[src/rtl/ntr_cmd_capture.sv]
// ntr_cmd_capture: oversamples the asynchronous NTR cartridge bus (ntr_clk,
// ntr_cs1, ntr_data) in the clk domain. It assembles the first CMD_BYTES bytes
// of each CS1-low frame into a command word, then streams the following bytes
// downstream with a saturating per-frame byte count.
module ntr_cmd_capture #(
    parameter int SYNC_STAGES = 2,
    parameter int CMD_BYTES   = 8,
    parameter int DCNT_W      = 12
) (
    input  logic                   clk,
    input  logic                   rst_n,
    input  logic                   ntr_clk,
    input  logic                   ntr_cs1,
    input  logic [7:0]             ntr_data,
    output logic [8*CMD_BYTES-1:0] cmd,
    output logic                   cmd_valid,
    output logic                   frame_abort,
    output logic                   data_strobe,
    output logic [7:0]             data_byte,
    output logic [DCNT_W-1:0]      data_count,
    output logic                   data_ovf,
    output logic                   busy
);
    localparam int CMD_W   = 8 * CMD_BYTES;
    localparam int SHIFT_W = (CMD_BYTES > 1) ? 8 * (CMD_BYTES - 1) : 8;
    localparam int IDX_W   = (CMD_BYTES > 1) ? $clog2(CMD_BYTES) : 1;
    localparam logic [IDX_W-1:0] LAST_IDX = IDX_W'(CMD_BYTES - 1);

    typedef enum logic [1:0] {ST_IDLE, ST_CMD, ST_DATA} state_t;

    // Synchroniser chain. Data travels with the control pins so the byte at
    // the chain output lines up with the detected ntr_clk rise.
    genvar gi;
    generate
        for (gi = 0; gi < SYNC_STAGES; gi++) begin : g_sync
            logic       clk_in;
            logic       cs_in;
            logic [7:0] data_in;
            logic       clk_reg;
            logic       cs_reg;
            logic [7:0] data_reg;
            if (gi == 0) begin : g_first
                assign clk_in  = ntr_clk;
                assign cs_in   = ntr_cs1;
                assign data_in = ntr_data;
            end else begin : g_next
                assign clk_in  = g_sync[gi-1].clk_reg;
                assign cs_in   = g_sync[gi-1].cs_reg;
                assign data_in = g_sync[gi-1].data_reg;
            end
            // One stage; control stages preset high so reset release shows no edge
            always_ff @(posedge clk) begin
                if (!rst_n) begin
                    clk_reg  <= 1'b1;
                    cs_reg   <= 1'b1;
                    data_reg <= '0;
                end else begin
                    clk_reg  <= clk_in;
                    cs_reg   <= cs_in;
                    data_reg <= data_in;
                end
            end
        end
    endgenerate

    logic       clk_s;
    logic       cs_s;
    logic [7:0] data_s;
    assign clk_s  = g_sync[SYNC_STAGES-1].clk_reg;
    assign cs_s   = g_sync[SYNC_STAGES-1].cs_reg;
    assign data_s = g_sync[SYNC_STAGES-1].data_reg;

    logic clk_prev_reg;
    logic cs_prev_reg;
    logic clk_rise;
    logic cs_rise;
    logic cs_fall;
    assign clk_rise = clk_s & ~clk_prev_reg;
    assign cs_rise  = cs_s & ~cs_prev_reg;
    assign cs_fall  = ~cs_s & cs_prev_reg;

    state_t              state_reg, state_next;
    logic [IDX_W-1:0]    byte_idx_reg, byte_idx_next;
    logic [SHIFT_W-1:0]  shift_reg, shift_next;
    logic [CMD_W-1:0]    cmd_reg, cmd_next;
    logic                cmd_valid_reg, cmd_valid_next;
    logic                frame_abort_reg, frame_abort_next;
    logic                data_strobe_reg, data_strobe_next;
    logic [7:0]          data_byte_reg, data_byte_next;
    logic [DCNT_W-1:0]   data_count_reg, data_count_next;
    logic                data_ovf_reg, data_ovf_next;

    // shift_reg keeps only the earlier bytes; the final byte completes cmd_full
    logic [SHIFT_W-1:0] shift_in;
    logic [CMD_W-1:0]   cmd_full;
    generate
        if (CMD_BYTES > 2) begin : g_shift_wide
            assign shift_in = {shift_reg[SHIFT_W-9:0], data_s};
            assign cmd_full = {shift_reg, data_s};
        end else if (CMD_BYTES == 2) begin : g_shift_one
            assign shift_in = data_s;
            assign cmd_full = {shift_reg, data_s};
        end else begin : g_shift_none
            assign shift_in = data_s;
            assign cmd_full = data_s;
        end
    endgenerate

    // Frame FSM and output next-state; a CS1 rise overrides everything else
    always_comb begin
        state_next       = state_reg;
        byte_idx_next    = byte_idx_reg;
        shift_next       = shift_reg;
        cmd_next         = cmd_reg;
        cmd_valid_next   = 1'b0;
        frame_abort_next = 1'b0;
        data_strobe_next = 1'b0;
        data_byte_next   = data_byte_reg;
        data_count_next  = data_count_reg;
        data_ovf_next    = data_ovf_reg;
        if (cs_rise) begin
            state_next       = ST_IDLE;
            frame_abort_next = (state_reg == ST_CMD) && (byte_idx_reg != '0);
        end else begin
            case (state_reg)
                ST_IDLE: begin
                    // a clock rise coinciding with the CS1 fall is not a byte
                    if (cs_fall) begin
                        state_next      = ST_CMD;
                        byte_idx_next   = '0;
                        data_count_next = '0;
                        data_ovf_next   = 1'b0;
                    end
                end
                ST_CMD: begin
                    if (clk_rise) begin
                        if (byte_idx_reg == LAST_IDX) begin
                            cmd_next       = cmd_full;
                            cmd_valid_next = 1'b1;
                            byte_idx_next  = '0;
                            state_next     = ST_DATA;
                        end else begin
                            shift_next    = shift_in;
                            byte_idx_next = byte_idx_reg + 1'b1;
                        end
                    end
                end
                ST_DATA: begin
                    if (clk_rise) begin
                        data_strobe_next = 1'b1;
                        data_byte_next   = data_s;
                        if (data_count_reg == '1) begin
                            data_ovf_next = 1'b1;
                        end else begin
                            data_count_next = data_count_reg + 1'b1;
                        end
                    end
                end
                default: state_next = ST_IDLE;
            endcase
        end
    end

    // State, edge-history and output registers
    always_ff @(posedge clk) begin
        if (!rst_n) begin
            clk_prev_reg    <= 1'b1;
            cs_prev_reg     <= 1'b1;
            state_reg       <= ST_IDLE;
            byte_idx_reg    <= '0;
            shift_reg       <= '0;
            cmd_reg         <= '0;
            cmd_valid_reg   <= 1'b0;
            frame_abort_reg <= 1'b0;
            data_strobe_reg <= 1'b0;
            data_byte_reg   <= '0;
            data_count_reg  <= '0;
            data_ovf_reg    <= 1'b0;
        end else begin
            clk_prev_reg    <= clk_s;
            cs_prev_reg     <= cs_s;
            state_reg       <= state_next;
            byte_idx_reg    <= byte_idx_next;
            shift_reg       <= shift_next;
            cmd_reg         <= cmd_next;
            cmd_valid_reg   <= cmd_valid_next;
            frame_abort_reg <= frame_abort_next;
            data_strobe_reg <= data_strobe_next;
            data_byte_reg   <= data_byte_next;
            data_count_reg  <= data_count_next;
            data_ovf_reg    <= data_ovf_next;
        end
    end

    assign cmd         = cmd_reg;
    assign cmd_valid   = cmd_valid_reg;
    assign frame_abort = frame_abort_reg;
    assign data_strobe = data_strobe_reg;
    assign data_byte   = data_byte_reg;
    assign data_count  = data_count_reg;
    assign data_ovf    = data_ovf_reg;
    assign busy        = (state_reg != ST_IDLE);

endmodule

[config.mk]
export PLATFORM = sky130hd
export DESIGN_NAME = ntr_cmd_capture
export DESIGN_NICKNAME = d
export VERILOG_FILES = /design/src/rtl/ntr_cmd_capture.sv
export SDC_FILE = /design/constraint.sdc
export NUM_CORES = 1
export LEC_CHECK = 0
export BUFFER_PORTS_ARGS = -buffer_cell sky130_fd_sc_hd__buf_2
export CORE_MARGIN = 2
export CORE_UTILIZATION = 50
export CTS_CLUSTER_SIZE = 20
export DETAILED_ROUTE_END_ITERATION = 8
export PLACE_DENSITY = 0.75
export SLEW_MARGIN = 20
export SYNTH_ARGS = -nofsm -noshare
export SYNTH_HDL_FRONTEND = slang
export SYNTH_SLANG_ARGS = --single-unit
[constraint.sdc]
create_clock -name clk -period 1.8 [get_ports clk]
set_input_delay 0.18 -clock clk [delete_from_list [all_inputs] [get_ports clk]]
set_output_delay 0.18 -clock clk [all_outputs]
set_load 0.1 [all_outputs]
Yosys cells after proc, flatten, opt, wreduce, memory -nomap -nowiden
Index checks and enable logic that the tools add are counted.
{"block": "op_classes", "addsub": 2, "multipliers": 0, "div_mod_pow": 0, "n_lt_le_gt_ge": 0, "n_eq_ne": 10, "shifts": 0, "mux": 18, "bitwise_logic": 12, "reduce_logical": 17}
{"op": "12-bit two-way mux", "n": 3}
{"op": "12-bit case mux with 2 select lines", "n": 1}
{"op": "4-bit AND reduction", "n": 4}
{"op": "12-bit by 1-bit adder with 12-bit output, second input constant", "n": 1}
{"op": "12-bit equality test, second input constant", "n": 1}
{"op": "2-bit inequality test, second input constant", "n": 5}
{"op": "5-bit AND reduction", "n": 2}
{"op": "3-bit two-way mux", "n": 3}
{"op": "1-bit inverter", "n": 9}
{"op": "2-bit two-way mux", "n": 3}
{"op": "2-bit case mux with 3 select lines", "n": 1}
{"op": "3-bit case mux with 2 select lines", "n": 1}
{"op": "2-bit nonzero test", "n": 3}
{"op": "1-bit two-way mux", "n": 5}
{"op": "4-bit OR reduction", "n": 1}
{"op": "3-bit by 1-bit adder with 3-bit output, second input constant", "n": 1}
{"op": "1-bit bitwise AND", "n": 3}
{"op": "3-bit equality test, second input constant", "n": 1}
{"op": "3-bit AND reduction", "n": 1}
{"op": "3-bit nonzero test", "n": 1}
{"op": "3-bit OR reduction", "n": 1}
{"op": "2-bit by 1-bit equality test with 1-bit output, second input constant", "n": 1}
{"op": "2-bit equality test, second input constant", "n": 1}
{"op": "2-bit zero test", "n": 1}
{"op": "5 further kinds", "n": 5}
{"block": "totals", "regBits": 171, "latchBits": 0, "ramBits": 0, "rom_bits": 0, "input_bits": 12, "output_inout_bits": 89, "wordCells": 77, "n_memories": 0}

Logic depth before layout (Yosys ltp)
{"block": "logic_depth", "depth_word": 4, "mapped_depth": 8, "mapped_depth_nobuf": 6}

Worst setup path after synthesis
No wires, ideal clock.
{"block": "synth_timing", "path_type": "register to register", "from": "register data_count_reg[1], in the netlist data_count[1]", "to": "register data_count_reg[7], in the netlist data_count[7]", "setup_ps": 122, "t_arrival_ps": 2407, "t_required_ps": 1678, "slack_ps": -728, "path_stages_with_launch": 6, "path_buffers": 0, "synth_period_minus_slack_ps": 2528, "path_cell_list": "dfxtp_1 -> ha_1 -> nand4_1 -> nor4_2 -> o41ai_1 -> o311a_1"}
{"block": "synth_between", "elab_chain_len": 4, "elab_cells_between_ends": 7, "classes_between": "add/sub (1); eq/ne (2); mux (3); reduce/logical (1)"}
{"element": "from (decl)", "line": "90", "rtl": "logic [DCNT_W-1:0] data_count_reg, data_count_next;"}
{"element": "from (signal assigned)", "line": "190", "rtl": "data_count_reg <= data_count_next;"}
{"element": "12-bit by 1-bit adder with 12-bit output", "line": "155", "rtl": "data_count_next = data_count_reg + 1'b1;"}
{"element": "12-bit two-way mux", "line": "152", "rtl": "if (data_count_reg == '1) begin"}
{"element": "12-bit two-way mux", "line": "149", "rtl": "if (clk_rise) begin"}
{"element": "12-bit case mux with 2 select lines", "line": "125", "rtl": "case (state_reg)"}
Parallel ways exist; a longest one is shown, timed or not. The select of a mux whose other input is x is not followed.
A chain may end at the register's enable or synchronous reset.

Final worst setup path
{"block": "layout_timing", "from": "register byte_idx_reg[1]", "to": "register shift_reg[46]"}
{"block": "layout_between", "elab_chain_len": 3}
{"element": "from (decl)", "line": "83", "rtl": "logic [IDX_W-1:0] byte_idx_reg, byte_idx_next;"}
{"element": "from (signal assigned)", "line": "183", "rtl": "byte_idx_reg <= byte_idx_next;"}
{"element": "3-bit equality test", "line": "137", "rtl": "if (byte_idx_reg == LAST_IDX) begin"}
{"element": "1-bit inverter (no source line)"}
{"element": "4-bit AND reduction (no source line)"}
{"element": "to (signal assigned)", "line": "184", "rtl": "shift_reg <= shift_next;"}
{"element": "to (decl)", "line": "84", "rtl": "logic [SHIFT_W-1:0] shift_reg, shift_next;"}
No other way between the ends.

==> impl_summary.txt <==
----------------------------------------------------
[Power]
  Leak Pwr ... 3.283 nW
  Maximum ir drop on the vdd rail ... 0.6834 mV
  Power per cell area ... 940.0 nW/um2
  Pwr Total ... 0.007833 W

[Placement]
  Gp weighted congestion ... 0.7950
  Detail Placement HPWL ... 9.365 mm
  Placed Cells incl. Taps ... 969
  Port-buffer cells ... 100
  Standard cell area after detailed placement ... 6939 um2

[CTS]
  CTS clk-pin slew, worst paths ... 60 ps
  Number of clock sinks ... 171
  Root Buffer Master ... sky130_fd_sc_hd__clkbuf_16
  Depth of the CTS H-tree ... 4
  Clk buf depth ... 2
  TritonCTS clock tree ... yes
  Clock latency of the later-clocked register in the worst-skew pair ... 430 ps
  TritonCTS Buffers ... 17

[Finish]
  Diode insertion count for antenna repair ... 0
  Post-route insts no fill ... 1034
  Final-stage net count ... 890
  Finished Core Util ... 69.67%
  Share of post-route cells with drive strength above 1 ... 30.44%
  Max FFs per register ... 64
  Post-Layout Inst Area ... 8333 um2
  Area growth syn-to-layout ... 36.31%

[Yosys]
  Net count after synthesis ... 755
  Sequential area share after synthesis ... 56.00%
  Synth warn ... 0
  Post-synth design cell area ... 6113 um2
  Count of mapped cells out of synthesis ... 739
  Seq cells post-synth ... 171
  Mapped Avg Cell Area ... 8.272 um2
  Netlist cell types ... 42

[Timing]
  Setup repair after global routing missed its margin ... true
  Slew Limit Headroom ... 49.16%
  Worst Max-Slew Pin Slew ... 743.4 ps
  Max-slew violation count ... 0
  Final period demand of the worst path ... 1846 ps
  Final clock period utilization by the worst path ... 102.6%
  Hold Violations, Final ... 0
  Setup slack after layout ... -46.31 ps
  Post-route setup TNS ... -933.2 ps
  Number of endpoints failing setup at the final stage ... 53
  FMAX ... 0.5416 GHz
  Worst Clk Skew ... 10.91 ps

[Min path]
  Class of the tightest hold or removal check ... input port to flip-flop
  Hold endpoint ... cs_prev_reg$_SDFF_PN1_
  Worst Hold Launch ... rst_n
  Hold Crit Depth ... 2

[Status]
  Status ... finished with violations
  Failing checks ... negative setup slack

[Routing]
  WL final ... 16.26 mm
  Remaining antenna violation count ... 0
  Number of remaining DRC errors ... 0
  Detailed-router iteration count before antenna repair ... 6
  Average via count per standard cell ... 5.472
  Number of violations reported at the end of detailed-routing iteration 0 ... 472
  Vias ... 5658
  Average detailed-routed wire length per instance ... 15.72 um

[Setup path]
  Startpoint-to-endpoint class of the critical path ... flip-flop to flip-flop
  Largest stage delay, worst path ... 590 ps
  Cell chain of the critical path ... ha_4 > ha_4 > buf_4 > or4_4 > clkbuf_16 > nand2_1 > a21oi_1
  Crit end category ... flip-flop
  Reg-to-reg critical path endpoint ... shift_reg[46]$_SDFFE_PN0P_
  Register-to-Register Path Depth ... 7
  Highest fanout seen on the critical path ... 14
  Cell with the most instances on the worst path ... sky130_fd_sc_hd__ha_4
  Critical path startpoint category ... flip-flop
  CP Data Required Time ... 2090 ps
  Arr. time, crit path ... 2130 ps
  Setup slack of the most critical reg-to-reg path ... -50 ps
  Launching point of the worst reg2reg path ... byte_idx_reg[1]$_SDFFE_PN0P_
  Kind of cell adding the most delay to the critical path ... simple AND/OR/NAND/NOR gates
  Number of buffer and inverter instances along the worst setup path ... 2
  Cell with the biggest individual delay on the critical path ... sky130_fd_sc_hd__or4_4

[Global route]
  Number of antenna violations at the first check in global routing ... 0
  Vias in the first global route ... 5011
  GRT Overall Usage ... 22.41%
  Aggregate global routing overflow ... 0
  Largest net degree at the start of global routing ... 65
  Global-route wire length before repair ... 23.25 mm

[Die]
  Total die area ... 13130 um2
  Top-level port count ... 101
  Initial Util ... 51.11%
  Placement row count ... 40
  Floorplan Core Area ... 11960 um2
  Height of the die ... 114.6 um
  Width of the chip ... 114.6 um

[Run]
  Max-cap violation count ... 0

----------------------------------------------------
cell usage after synthesis, drive strengths merged:
library cell / n / share of area (%)
a2111oi: 1 / 0.14
a21oi: 137 / 11
a2bb2oi: 2 / 0.29
a31oi: 2 / 0.31
and2: 16 / 1.6
and2b: 1 / 0.12
and3: 2 / 0.20
and3b: 1 / 0.14
and4: 3 / 0.43
buf: 21 / 1.9
clkbuf: 26 / 1.6
dfxtp: 171 / 56
ha: 4 / 0.82
inv: 6 / 0.37
mux2i: 3 / 0.49
nand2: 266 / 16
nand2b: 11 / 1.1
nand3: 10 / 0.82
nand3b: 4 / 0.49
nand4: 2 / 0.20
nor2: 11 / 0.68
nor2b: 2 / 0.20
nor3: 5 / 0.49
nor4: 4 / 0.51
nor4b: 1 / 0.39
o211ai: 2 / 0.25
o21a: 1 / 0.12
o21ai: 5 / 0.41
o311a: 1 / 0.16
o31a: 1 / 0.14
o31ai: 5 / 0.61
o41ai: 1 / 0.14
or2: 1 / 0.10
or3: 4 / 0.41
or3b: 1 / 0.14
or4: 5 / 0.61
how the worst max path moves through the flow:
stage	from	endpoint	slack (ps)	cells past startpoint
after floorplan	data_count[1]$_SDFFE_PN0P_	data_count[8]$_SDFFE_PN0P_	4	5
after global placement	byte_idx_reg[0]$_SDFFE_PN0P_	shift_reg[35]$_SDFFE_PN0P_	-80	6
after detailed placement	byte_idx_reg[0]$_SDFFE_PN0P_	shift_reg[37]$_SDFFE_PN0P_	-110	6
after CTS	cs_s$_SDFF_PN1_	data_count[9]$_SDFFE_PN0P_	-30	5
after global routing	byte_idx_reg[1]$_SDFFE_PN0P_	cmd[19]$_SDFFE_PN0P_	-120	10
final	byte_idx_reg[1]$_SDFFE_PN0P_	shift_reg[46]$_SDFFE_PN0P_	-50	7
placed cells by master, fill, tap and decap left out, types with 4 or more instances in the layout:
| cell | instances |
|---|---|
| sky130_fd_sc_hd__dfxtp_2 | 12 |
| sky130_fd_sc_hd__nor2_1 | 11 |
| sky130_fd_sc_hd__a21oi_2 | 28 |
| sky130_fd_sc_hd__o21ai_0 | 5 |
| sky130_fd_sc_hd__nand3_1 | 10 |
| sky130_fd_sc_hd__inv_1 | 5 |
| sky130_fd_sc_hd__buf_2 | 100 |
| sky130_fd_sc_hd__buf_6 | 6 |
| sky130_fd_sc_hd__bufinv_16 | 4 |
| sky130_fd_sc_hd__o31ai_1 | 4 |
| sky130_fd_sc_hd__a21oi_1 | 109 |
| sky130_fd_sc_hd__and2_1 | 16 |
| sky130_fd_sc_hd__dfxtp_1 | 156 |
| sky130_fd_sc_hd__nand2b_1 | 11 |
| sky130_fd_sc_hd__buf_12 | 7 |
| sky130_fd_sc_hd__buf_4 | 29 |
| sky130_fd_sc_hd__clkbuf_16 | 23 |
| sky130_fd_sc_hd__nand2_2 | 19 |
| sky130_fd_sc_hd__nand3b_1 | 4 |
| sky130_fd_sc_hd__dlygate4sd3_1 | 10 |
| sky130_fd_sc_hd__nand2_1 | 238 |
| sky130_fd_sc_hd__nand2_4 | 9 |
| sky130_fd_sc_hd__clkbuf_1 | 4 |
cells by family after synthesis:
kind of cell    share of synthesized area [%]
flops                                   56.00
compound gates                          13.79
simple gates                            25.05
mux                                    0.4912
fa+ha+maj                              0.8187
buf+inv                                 3.847
stage by stage:
step	setup WS, ps	hold slack [ps]
after floorplan	3.910	281.5
after global placement	-75.26	366.8
after detailed placement	-109.2	366.3
after CTS	-29.69	58.73
after global routing	-123.3	73.22
final	-46.31	71.34
layer usage:
layer	part of all wire [%]	vias up	GRT usage (%)
li1	-	2717	-
met1	42	2684	27.76
met2	50	223	37.75
met3	6.4	34	5.506
met4	1.9	0	8.455
met5	0	-	0
final cells by class:
class / instances / area, um2
clock inverters: 10 / 163.9
repair buffers: 163 / 1280
multi-input cells: 515 / 2776
flip-flops and latches: 171 / 3450
well taps: 147 / 183.9
clock buffers: 22 / 454.2
fillers: 927 / 3628
inverters: 6 / 25.02
what timing repair did:
item | CTS | global route
cloned | 3 | 9
endpoints found under the hold margin | 10 | 0
endpoints found under the setup margin | 123 | 129
setup buffers | 3 | 8
resized for setup | 13 | 80
pin swaps | 1 | 28
hold buffers | 10 | 0
power breakdown:
part	switching (W)	internal [W]	leakage, nW
registers	0.0000179	0.00380	1.39
clock network	0.00145	0.00236	0.299
logic	0.000123	0.0000759	1.59
total	0.00159	0.00624	3.28
Note: power is estimated with default switching activity, not from simulation.
